## config.mk

```make
export PLATFORM = sky130hd
export DESIGN_NAME = nexttime_monitor_flat
export DESIGN_NICKNAME = d
export VERILOG_FILES = /design/src/rtl/nexttime_monitor_if.sv /design/src/rtl/nexttime_monitor.sv /design/src/flat_wrapper.sv
export SDC_FILE = /design/constraint.sdc
export NUM_CORES = 1
export LEC_CHECK = 0
export CORE_MARGIN = 5
export CORE_UTILIZATION = 45
export DETAILED_ROUTE_END_ITERATION = 16
export PLACE_DENSITY = 0.74
export SLEW_MARGIN = 30
export SYNTH_ARGS = -nofsm -noshare
export SYNTH_HDL_FRONTEND = slang
export SYNTH_SLANG_ARGS = --single-unit
```

## constraint.sdc

```tcl
create_clock -name clk -period 3.3 [get_ports clk]
set_clock_uncertainty 0.1 [all_clocks]
set_input_delay 0.99 -clock clk [delete_from_list [all_inputs] [get_ports clk]]
set_output_delay 0.99 -clock clk [all_outputs]
set_load 0.02 [all_outputs]
```

## src/rtl/nexttime_monitor_if.sv

```systemverilog
// Handshake bundle between a property-side driver and the nexttime monitor:
// tick/start/operand/end-of-trace in, verdict counts and pending level out.
interface nexttime_monitor_if #(
    parameter int CNT_W = 8
) ();
    logic             tick;
    logic             start;
    logic             a;
    logic             eot;
    logic [CNT_W-1:0] pass_num;
    logic [CNT_W-1:0] fail_num;
    logic [CNT_W-1:0] pending;
    logic             ovf;

    modport master (
        output tick, start, a, eot,
        input  pass_num, fail_num, pending, ovf
    );

    modport slave (
        input  tick, start, a, eot,
        output pass_num, fail_num, pending, ovf
    );
endinterface

```

## src/rtl/nexttime_monitor.sv

```systemverilog
// Runtime monitor for nexttime[N] a / always a / s_eventually a, emitting per-cycle
// pass/fail counts, the unresolved-attempt level and a sticky saturation flag.
module nexttime_monitor #(
    parameter int N      = 1,
    parameter int MODE   = 0,
    parameter int STRONG = 0,
    parameter int CNT_W  = 8
) (
    input  logic               clk,
    input  logic               rst_n,
    nexttime_monitor_if.slave  bus
);
    // Sums are formed with headroom so saturation can be detected before clamping.
    localparam int W = CNT_W + 6;
    localparam logic [W-1:0] MAX = {{6{1'b0}}, {CNT_W{1'b1}}};

    logic [N-1:0]     r_pipe;
    logic [CNT_W-1:0] r_act;
    logic [CNT_W-1:0] r_wait;
    logic [CNT_W-1:0] r_pass;
    logic [CNT_W-1:0] r_fail;
    logic [CNT_W-1:0] r_pending;
    logic             r_ovf;

    logic [N-1:0]     w_pipe;
    logic             w_mat;
    logic [W-1:0]     w_act;
    logic [W-1:0]     w_wait;
    logic [W-1:0]     w_pass;
    logic [W-1:0]     w_fail;
    logic [W-1:0]     w_pend;
    logic             w_ovfSet;

    function automatic logic [W-1:0] popcnt(input logic [N-1:0] v);
        logic [W-1:0] c;
        c = '0;
        for (int k = 0; k < N; k++) c = c + W'(v[k]);
        return c;
    endfunction

    function automatic logic [CNT_W-1:0] sat(input logic [W-1:0] v);
        return (v > MAX) ? {CNT_W{1'b1}} : v[CNT_W-1:0];
    endfunction

    always_comb begin
        w_pipe   = r_pipe;
        w_mat    = r_pipe[N-1];
        w_act    = W'(r_act);
        w_wait   = W'(r_wait);
        w_pass   = '0;
        w_fail   = '0;
        w_pend   = '0;
        w_ovfSet = 1'b0;

        if (bus.tick) begin
            w_pipe = (r_pipe << 1) | N'(bus.start);
            if (MODE == 0) begin
                if (w_mat) begin
                    if (bus.a) w_pass = W'(1);
                    else       w_fail = W'(1);
                end
            end else if (MODE == 1) begin
                // The maturing attempt is already part of the set when a is checked.
                w_act = w_act + W'(w_mat);
                if (!bus.a) begin
                    w_fail = w_act;
                    w_act  = '0;
                end
            end else begin
                if (w_mat && bus.a) w_pass = W'(1);
                if (bus.a) begin
                    w_pass = w_pass + w_wait;
                    w_wait = '0;
                end else begin
                    w_wait = w_wait + W'(w_mat);
                end
            end
        end

        // End of trace resolves whatever survived the tick evaluation above.
        if (bus.eot) begin
            if (STRONG != 0) w_fail = w_fail + popcnt(w_pipe);
            else             w_pass = w_pass + popcnt(w_pipe);
            if (MODE == 1) w_pass = w_pass + w_act;
            if (MODE == 2) w_fail = w_fail + w_wait;
            w_pipe = '0;
            w_act  = '0;
            w_wait = '0;
        end

        w_pend   = popcnt(w_pipe) + W'(sat(w_act)) + W'(sat(w_wait));
        w_ovfSet = (w_pass > MAX) || (w_fail > MAX) || (w_pend > MAX) ||
                   (w_act > MAX) || (w_wait > MAX);
    end

    always_ff @(posedge clk) begin
        if (!rst_n) begin
            r_pipe    <= '0;
            r_act     <= '0;
            r_wait    <= '0;
            r_pass    <= '0;
            r_fail    <= '0;
            r_pending <= '0;
            r_ovf     <= 1'b0;
        end else begin
            r_pipe    <= w_pipe;
            r_act     <= sat(w_act);
            r_wait    <= sat(w_wait);
            r_pass    <= sat(w_pass);
            r_fail    <= sat(w_fail);
            r_pending <= sat(w_pend);
            r_ovf     <= r_ovf | w_ovfSet;
        end
    end

    assign bus.pass_num = r_pass;
    assign bus.fail_num = r_fail;
    assign bus.pending  = r_pending;
    assign bus.ovf      = r_ovf;
endmodule

```

## src/flat_wrapper.sv

```systemverilog
// flat-port wrapper written by rule: the top's interface ports become plain ports
module nexttime_monitor_flat 
#(
    parameter int N      = 1,
    parameter int MODE   = 0,
    parameter int STRONG = 0,
    parameter int CNT_W  = 8
)
  (clk, rst_n, bus_tick, bus_start, bus_a, bus_eot, bus_pass_num, bus_fail_num, bus_pending, bus_ovf);
  nexttime_monitor_if #(.CNT_W(CNT_W)) bus_i ();
  input  logic clk;
  input  logic rst_n;
  input wire logic [$bits(bus_i.tick)-1:0] bus_tick;
  input wire logic [$bits(bus_i.start)-1:0] bus_start;
  input wire logic [$bits(bus_i.a)-1:0] bus_a;
  input wire logic [$bits(bus_i.eot)-1:0] bus_eot;
  output wire logic [$bits(bus_i.pass_num)-1:0] bus_pass_num;
  output wire logic [$bits(bus_i.fail_num)-1:0] bus_fail_num;
  output wire logic [$bits(bus_i.pending)-1:0] bus_pending;
  output wire logic [$bits(bus_i.ovf)-1:0] bus_ovf;
  assign bus_i.tick = bus_tick;
  assign bus_i.start = bus_start;
  assign bus_i.a = bus_a;
  assign bus_i.eot = bus_eot;
  assign bus_pass_num = bus_i.pass_num;
  assign bus_fail_num = bus_i.fail_num;
  assign bus_pending = bus_i.pending;
  assign bus_ovf = bus_i.ovf;
  nexttime_monitor #(.N(N), .MODE(MODE), .STRONG(STRONG), .CNT_W(CNT_W)) u_core (.clk(clk), .rst_n(rst_n), .bus(bus_i));
endmodule
```

==> results.sh, run 1 <==
export IMPL_num_fill_cells=280
export IMPL_ys_flop_type="dfxtp_1"
export IMPL_p_int_uw=449.2
export IMPL_netlist_instances=170
export IMPL_ys_seq_area_frac=0.3718
export IMPL_pwr_share_comb=0.073
export IMPL_start_kind="input pin"
export IMPL_worst_path_buf_inv=2
export IMPL_synth_top_area_cell="dfxtp_1"
export IMPL_drive_gt1_frac=0.2500
export IMPL_cp_cell_sequence="buf_8 -> mux2i_4 -> nor2_2 -> ha_2 -> ha_4 -> and3b_1 -> nand2_2 -> xnor2_4 -> buf_4 -> ha_1 -> a21o_1 -> a21oi_2 -> nand2_2 -> mux2i_4 -> a41oi_2"
export IMPL_synth_top_area_frac=0.3718
export IMPL_num_rows=21
export IMPL_grtUsageTotal=0.1544
export IMPL_cp_startpoint="bus_tick"
export IMPL_worstHoldStart="u_core.bus.ovf"
export IMPL_p_leak_nw=0.8917
export IMPL_cts_root_buf="clkbuf_4"
export IMPL_hold_viol=0
export IMPL_cpMaxStageDelayCell="mux2i_4"
export IMPL_nNetsFinal=227
export IMPL_ys_ff_latch=29
export IMPL_numClockSinks=29
export IMPL_grt_pass1_vias=1187
export IMPL_rsz0062_at_grt="true"
export IMPL_report_final_slew_viol_count=0
export IMPL_cts_tree="done"
export IMPL_grt_pass1_wl_mm=5.278
export IMPL_start_util=0.4679
export IMPL_timing_max_cap_violations=0
export IMPL_min_period_ns=3.256
export IMPL_portBuffers=17
export IMPL_path_delay_family="adder cells"
export IMPL_timing_rr_start="u_core.r_pipe"
export IMPL_p_seq_frac=0.592
export IMPL_period_share=0.9866
export IMPL_cts_clk_slew_worst_paths_ns=0.08
export IMPL_die_height_um=68.91
export IMPL_syn_area_per_cell_um2=9.185
export IMPL_power_per_cell_area_nw_per_um2=288.0
export IMPL_dpl_hpwl_mm=2.384
export IMPL_num_antenna_cells=0
export IMPL_cts_buffers=5
export IMPL_cts_htree_levels=2
export IMPL_design_core_area_um2=3337
export IMPL_cp_max_fo=5
export IMPL_drc=0
export IMPL_yosys_warnings=0
export IMPL_synth_async_reset_ratio=0
export IMPL_clk_latency_ns=0.33
export IMPL_drtPass1Iterations=4
export IMPL_cp_slowest_stage_delay_ns=0.24
export IMPL_criticalPathCategory="in -> reg"
export IMPL_p_clk_frac=0.335
export IMPL_cts_buffer_depth=2
export IMPL_cp_arrival_ns=3.35
export IMPL_wl_per_cell_um=12.71
export IMPL_die_w_um=68.91
export IMPL_peakVddDrop_uv=284.4
export IMPL_tns_ns=0
export IMPL_synth_distinct_cells=36
export IMPL_grt_max_degree=15
export IMPL_place_congestion=0.8073
export IMPL_min_path_type="reg -> reg"
export IMPL_synthTopCellsByArea="dfxtp_1 37%, ha_1 10%, and2_1 6.4%"
export IMPL_crit_required_ns=3.39
export IMPL_ant_nets=0
export IMPL_switching_share=0.2435
export IMPL_dpl_cell_area_um2=1906
export IMPL_end_kind="register"
export IMPL_netSwitchingPower_uw=144.6
export IMPL_post_cts_setup_buffer_count=0
export IMPL_overflow=0
export IMPL_max_freq_mhz=307.1
export IMPL_fin_area_um2=2062
export IMPL_routed_wl_mm=3.228
export IMPL_synth_edf_count=0
export IMPL_setup_violations=0
export IMPL_status="finished clean"
export IMPL_ios=31
export IMPL_die_area_um2=4748
export IMPL_syn_cell_area_um2=1561
export IMPL_area_delta_synth_final_pct=32.05
export IMPL_vias_per_cell=4.795
export IMPL_initialDrtViolationCount=68
export IMPL_vias=1218
export IMPL_antenna_found_initial=0
## cell usage after synthesis (3+ instances only)
library cell	number
nand3_1	5
nor2_1	10
nor3_1	3
nand2b_1	3
and2_1	16
clkbuf_1	5
xor2_1	5
a21oi_1	5
inv_1	8
nand2_1	6
and3_1	4
dfxtp_1	29
nor2b_1	9
buf_4	13
a21o_1	3
ha_1	13
a31oi_1	9
xnor2_1	6
## state kept, by name, indices dropped and copies added, names as in the netlist
name and cells:
u_core.bus.pending 8, u_core.r_wait 8, u_core.bus.pass_num 2, u_core.bus.ovf 1, u_core.bus.fail_num 1, u_core.r_pipe 1, u_core.r_act 8
## worst paths after layout
kind                                 to  slack (ns)  cells after the start
setup reg to reg  u_core.bus.pending[6]        0.48                     14
hold / removal           u_core.bus.ovf        0.38                      2
hold reg to reg          u_core.bus.ovf        0.38                      2
setup / recovery  u_core.bus.pending[6]        0.04                     15
## power groups by stage
stage,registers (mW),clock network (mW),logic [mW]
2_1_floorplan,0.361,0,0.0391
3_3_place_gp,0.360,0,0.0421
3_5_place_dp,0.360,0,0.0426
4_1_cts,0.352,0.209,0.0421
5_1_grt,0.352,0.224,0.0470
6_report,0.352,0.199,0.0432
## worst min-delay path: stages (launching register included)
cell and delay, ns:
dfxtp_1 0.31, inv_1 0.05, a31oi_1 0.07
## placed cells by master, fill, tap and decap left out, types with 2 or more instances in the layout
cell type,synthesis,final
a31oi_1,9,9
ha_4,0,2
and4_4,1,2
clkdlybuf4s50_1,0,14
dfxtp_1,29,29
and2_1,16,16
a21oi_2,1,2
buf_4,13,17
nand2_1,6,3
inv_1,8,8
mux2i_4,1,3
clkbuf_1,5,3
nor2b_1,9,7
nand3_2,0,2
clkbuf_4,0,5
nor3_1,3,3
nand2b_1,3,3
conb_1,1,13
xnor2_1,6,5
a21oi_1,5,3
xor2_1,5,5
nor2_1,10,9
ha_1,13,10
a21o_1,3,3
and3_1,4,3
nand3_1,5,3
nand2_2,0,3
## stage by stage
stage	worst slack, ns	util	cells	power, mW	hold slack [ns]
finish	0.04407	0.6179	254	0.5938	0.3822
floorplan	-0.09219	-	182	0.4002	0.3536
global placement	-0.7426	0.5711	245	0.4019	0.3625
CTS	0.002558	0.6033	254	0.6026	0.3883
detailed placement	-0.8493	0.5711	245	0.4024	0.3755
global route	-0.05252	0.6179	254	0.6229	0.4336
## final cells by class
class	instances	area, um2	share of cell area
clock buffer	8	48.80	0.02367
inverter	8	30.03	0.01456
multi-input combinational	128	1041	0.5049
sequential	29	580.6	0.2816
tap	46	57.56	0.02791
timing repair buffer	35	304.0	0.1475
## cells by family after synthesis
group | Yosys count | share of synthesized area
compound gates | 25 | 0.1074
xor+xnor | 11 | 0.06170
fa+ha+maj | 14 | 0.1170
buf+inv | 26 | 0.09375
flops | 29 | 0.3718
mux | 2 | 0.02083
other cells | 1 | 0.002402
simple gates | 62 | 0.2252
## repair_timing
item	CTS	global route
hold buffers	0	0
pin swaps	8	13
gates cloned	1	0
resized for setup	18	16
hold endpoints to repair	0	0
setup endpoints to repair	9	9
## layer usage
metal  wire [um]  part of all wire  GRT usage
met1        1416              0.44     0.1749
met2        1548              0.48     0.2548
met3         199             0.062    0.04214
met4          63             0.020    0.09732
met5           0                 0          0
Power figures use the tool's default switching activity.
==> run 2: changes to the inputs <==
- CORE_UTILIZATION: 45 -> 46
- PLACE_DENSITY: 0.74 -> 0.75
- SLEW_MARGIN: 30 -> unset
==> results.sh, run 2 (synthesis results as in run 1) <==
export IMPL_status="finished clean"
export IMPL_report_final_slew_viol_count=0
export IMPL_portBuffers=17
export IMPL_min_path_cells=2
export IMPL_num_antenna_cells=0
export IMPL_place_ws_ns=-0.8167
export IMPL_dpl_hpwl_mm=2.389
export IMPL_whs_ns=0.3921
export IMPL_cts_htree_levels=2
export IMPL_ios=31
export IMPL_start_util=0.4717
export IMPL_die_w_um=68.26
export IMPL_timing_max_cap_violations=0
export IMPL_initialDrtViolationCount=44
export IMPL_ant_nets=0
export IMPL_peakVddDrop_uv=207.3
export IMPL_wl_per_cell_um=13.00
export IMPL_max_freq_mhz=310.6
export IMPL_min_path_type="reg -> reg"
export IMPL_hold_path_endpoint="u_core.bus.fail_num[0]"
export IMPL_start_kind="input pin"
export IMPL_min_period_ns=3.219
export IMPL_num_fill_cells=286
export IMPL_p_leak_nw=0.8915
export IMPL_timing_rr_start="u_core.r_pipe"
export IMPL_layout_setup_ws_ns=0.08092
export IMPL_end_kind="register"
export IMPL_area_delta_synth_final_pct=30.21
export IMPL_fin_area_um2=2033
export IMPL_drtPass1Iterations=4
export IMPL_routed_wl_mm=3.276
export IMPL_crit_required_ns=3.41
export IMPL_die_height_um=68.26
export IMPL_hold_viol=0
export IMPL_design_core_area_um2=3311
export IMPL_nNetsFinal=226
export IMPL_r2r_cells=12
export IMPL_vias=1239
export IMPL_grtUsageTotal=0.1591
export IMPL_worstHoldStart="u_core.r_pipe"
export IMPL_criticalPathCategory="in -> reg"
export IMPL_final_common_cell="dfxtp_1"
export IMPL_cp_arrival_ns=3.33
export IMPL_cp_max_fo=5
export IMPL_grt_pass1_vias=1210
export IMPL_r2r_setup_slack_ns=0.53
export IMPL_dpl_cell_area_um2=1898
export IMPL_drive_gt1_frac=0.2427
export IMPL_cts_buffer_depth=2
export IMPL_numClockSinks=29
export IMPL_clk_latency_ns=0.33
export IMPL_cts_buffers=5
export IMPL_power_per_cell_area_nw_per_um2=303.8
export IMPL_num_rows=21
export IMPL_grt_max_degree=15
export IMPL_place_congestion=0.7966
export IMPL_period_share=0.9755
export IMPL_cts_tree="done"
export IMPL_overflow=0
export IMPL_r2r_end="u_core.bus.pending[6]"
export IMPL_setup_violations=0
export IMPL_grt_pass1_wl_mm=5.382
export IMPL_die_area_um2=4659
export IMPL_antenna_found_initial=0
export IMPL_cts_clk_slew_worst_paths_ns=0.09
export IMPL_vias_per_cell=4.917
export IMPL_mostFrequentLayoutCells="29 x dfxtp_1, 17 x buf_4, 16 x and2_1"
export IMPL_drc=0
export IMPL_cts_root_buf="clkbuf_4"
-- run 2: what timing repair did --
item / in CTS / in global routing
setup endpoints to repair: 9 / 9
pin swaps: 7 / 8
cloned: 1 / 0
hold buffers: 0 / 0
setup buffers: 0 / 0
resized for setup: 12 / 17
-- run 2: worst max path at each step --
stage	from	end	slack, ns	cells after the start
floorplan	bus_tick	u_core.bus.pending[6]	-0.09	13
global placement	bus_tick	u_core.bus.pending[6]	-0.74	13
detailed placement	bus_tick	u_core.bus.pending[6]	-0.82	13
CTS	bus_start	u_core.bus.pending[6]	0.03	13
global route	bus_tick	u_core.bus.pending[6]	-0.02	14
finish	bus_tick	u_core.bus.pending[6]	0.08	13
-- run 2: layout make-up --
class	count	area, um2	area share
well taps	46	57.56	0.02831
inverters	8	30.03	0.01477
clock buffers	6	51.30	0.02523
clock inverters	1	7.507	0.003692
multi-input cells	128	1017	0.5003
repair buffers	34	289.0	0.1422
flip-flops and latches	29	580.6	0.2855
-- run 2: per-stage QoR --
stage                     std cells  utilization  setup TNS [ns]  power (mW)
final                           252       0.6141               0      0.6177
after floorplan                 182            -         -0.6518      0.4002
after global routing            252       0.6141        -0.06099      0.6456
after detailed placement        244       0.5733          -7.054      0.4018
after CTS                       252       0.6002               0      0.6195
after global placement          244       0.5733          -6.511      0.4017
-- run 2: power by group --
group | total (mW) | internal, mW | switching (mW)
clock | 0.223 | 0.0995 | 0.123
sequential | 0.352 | 0.351 | 0.000695
combinational | 0.0433 | 0.0136 | 0.0297
-- run 2: per-layer routing --
metal  vias to the layer above  track usage  part of all wire
met5                         -            0                 0
met4                         0      0.09429             0.041
met3                        14      0.05255             0.058
met2                        39       0.2708              0.50
met1                       562       0.1702              0.41
li1                        624            -                 -
-- run 2: critical path: stages --
cell	delay, ns
buf_6	0.10
mux2i_4	0.18
nor2_4	0.11
ha_4	0.17
ha_4	0.14
and3b_1	0.18
nand2_2	0.07
xnor2_2	0.14
ha_1	0.35
and4_4	0.18
a21oi_4	0.21
mux2i_4	0.35
a41oi_2	0.13
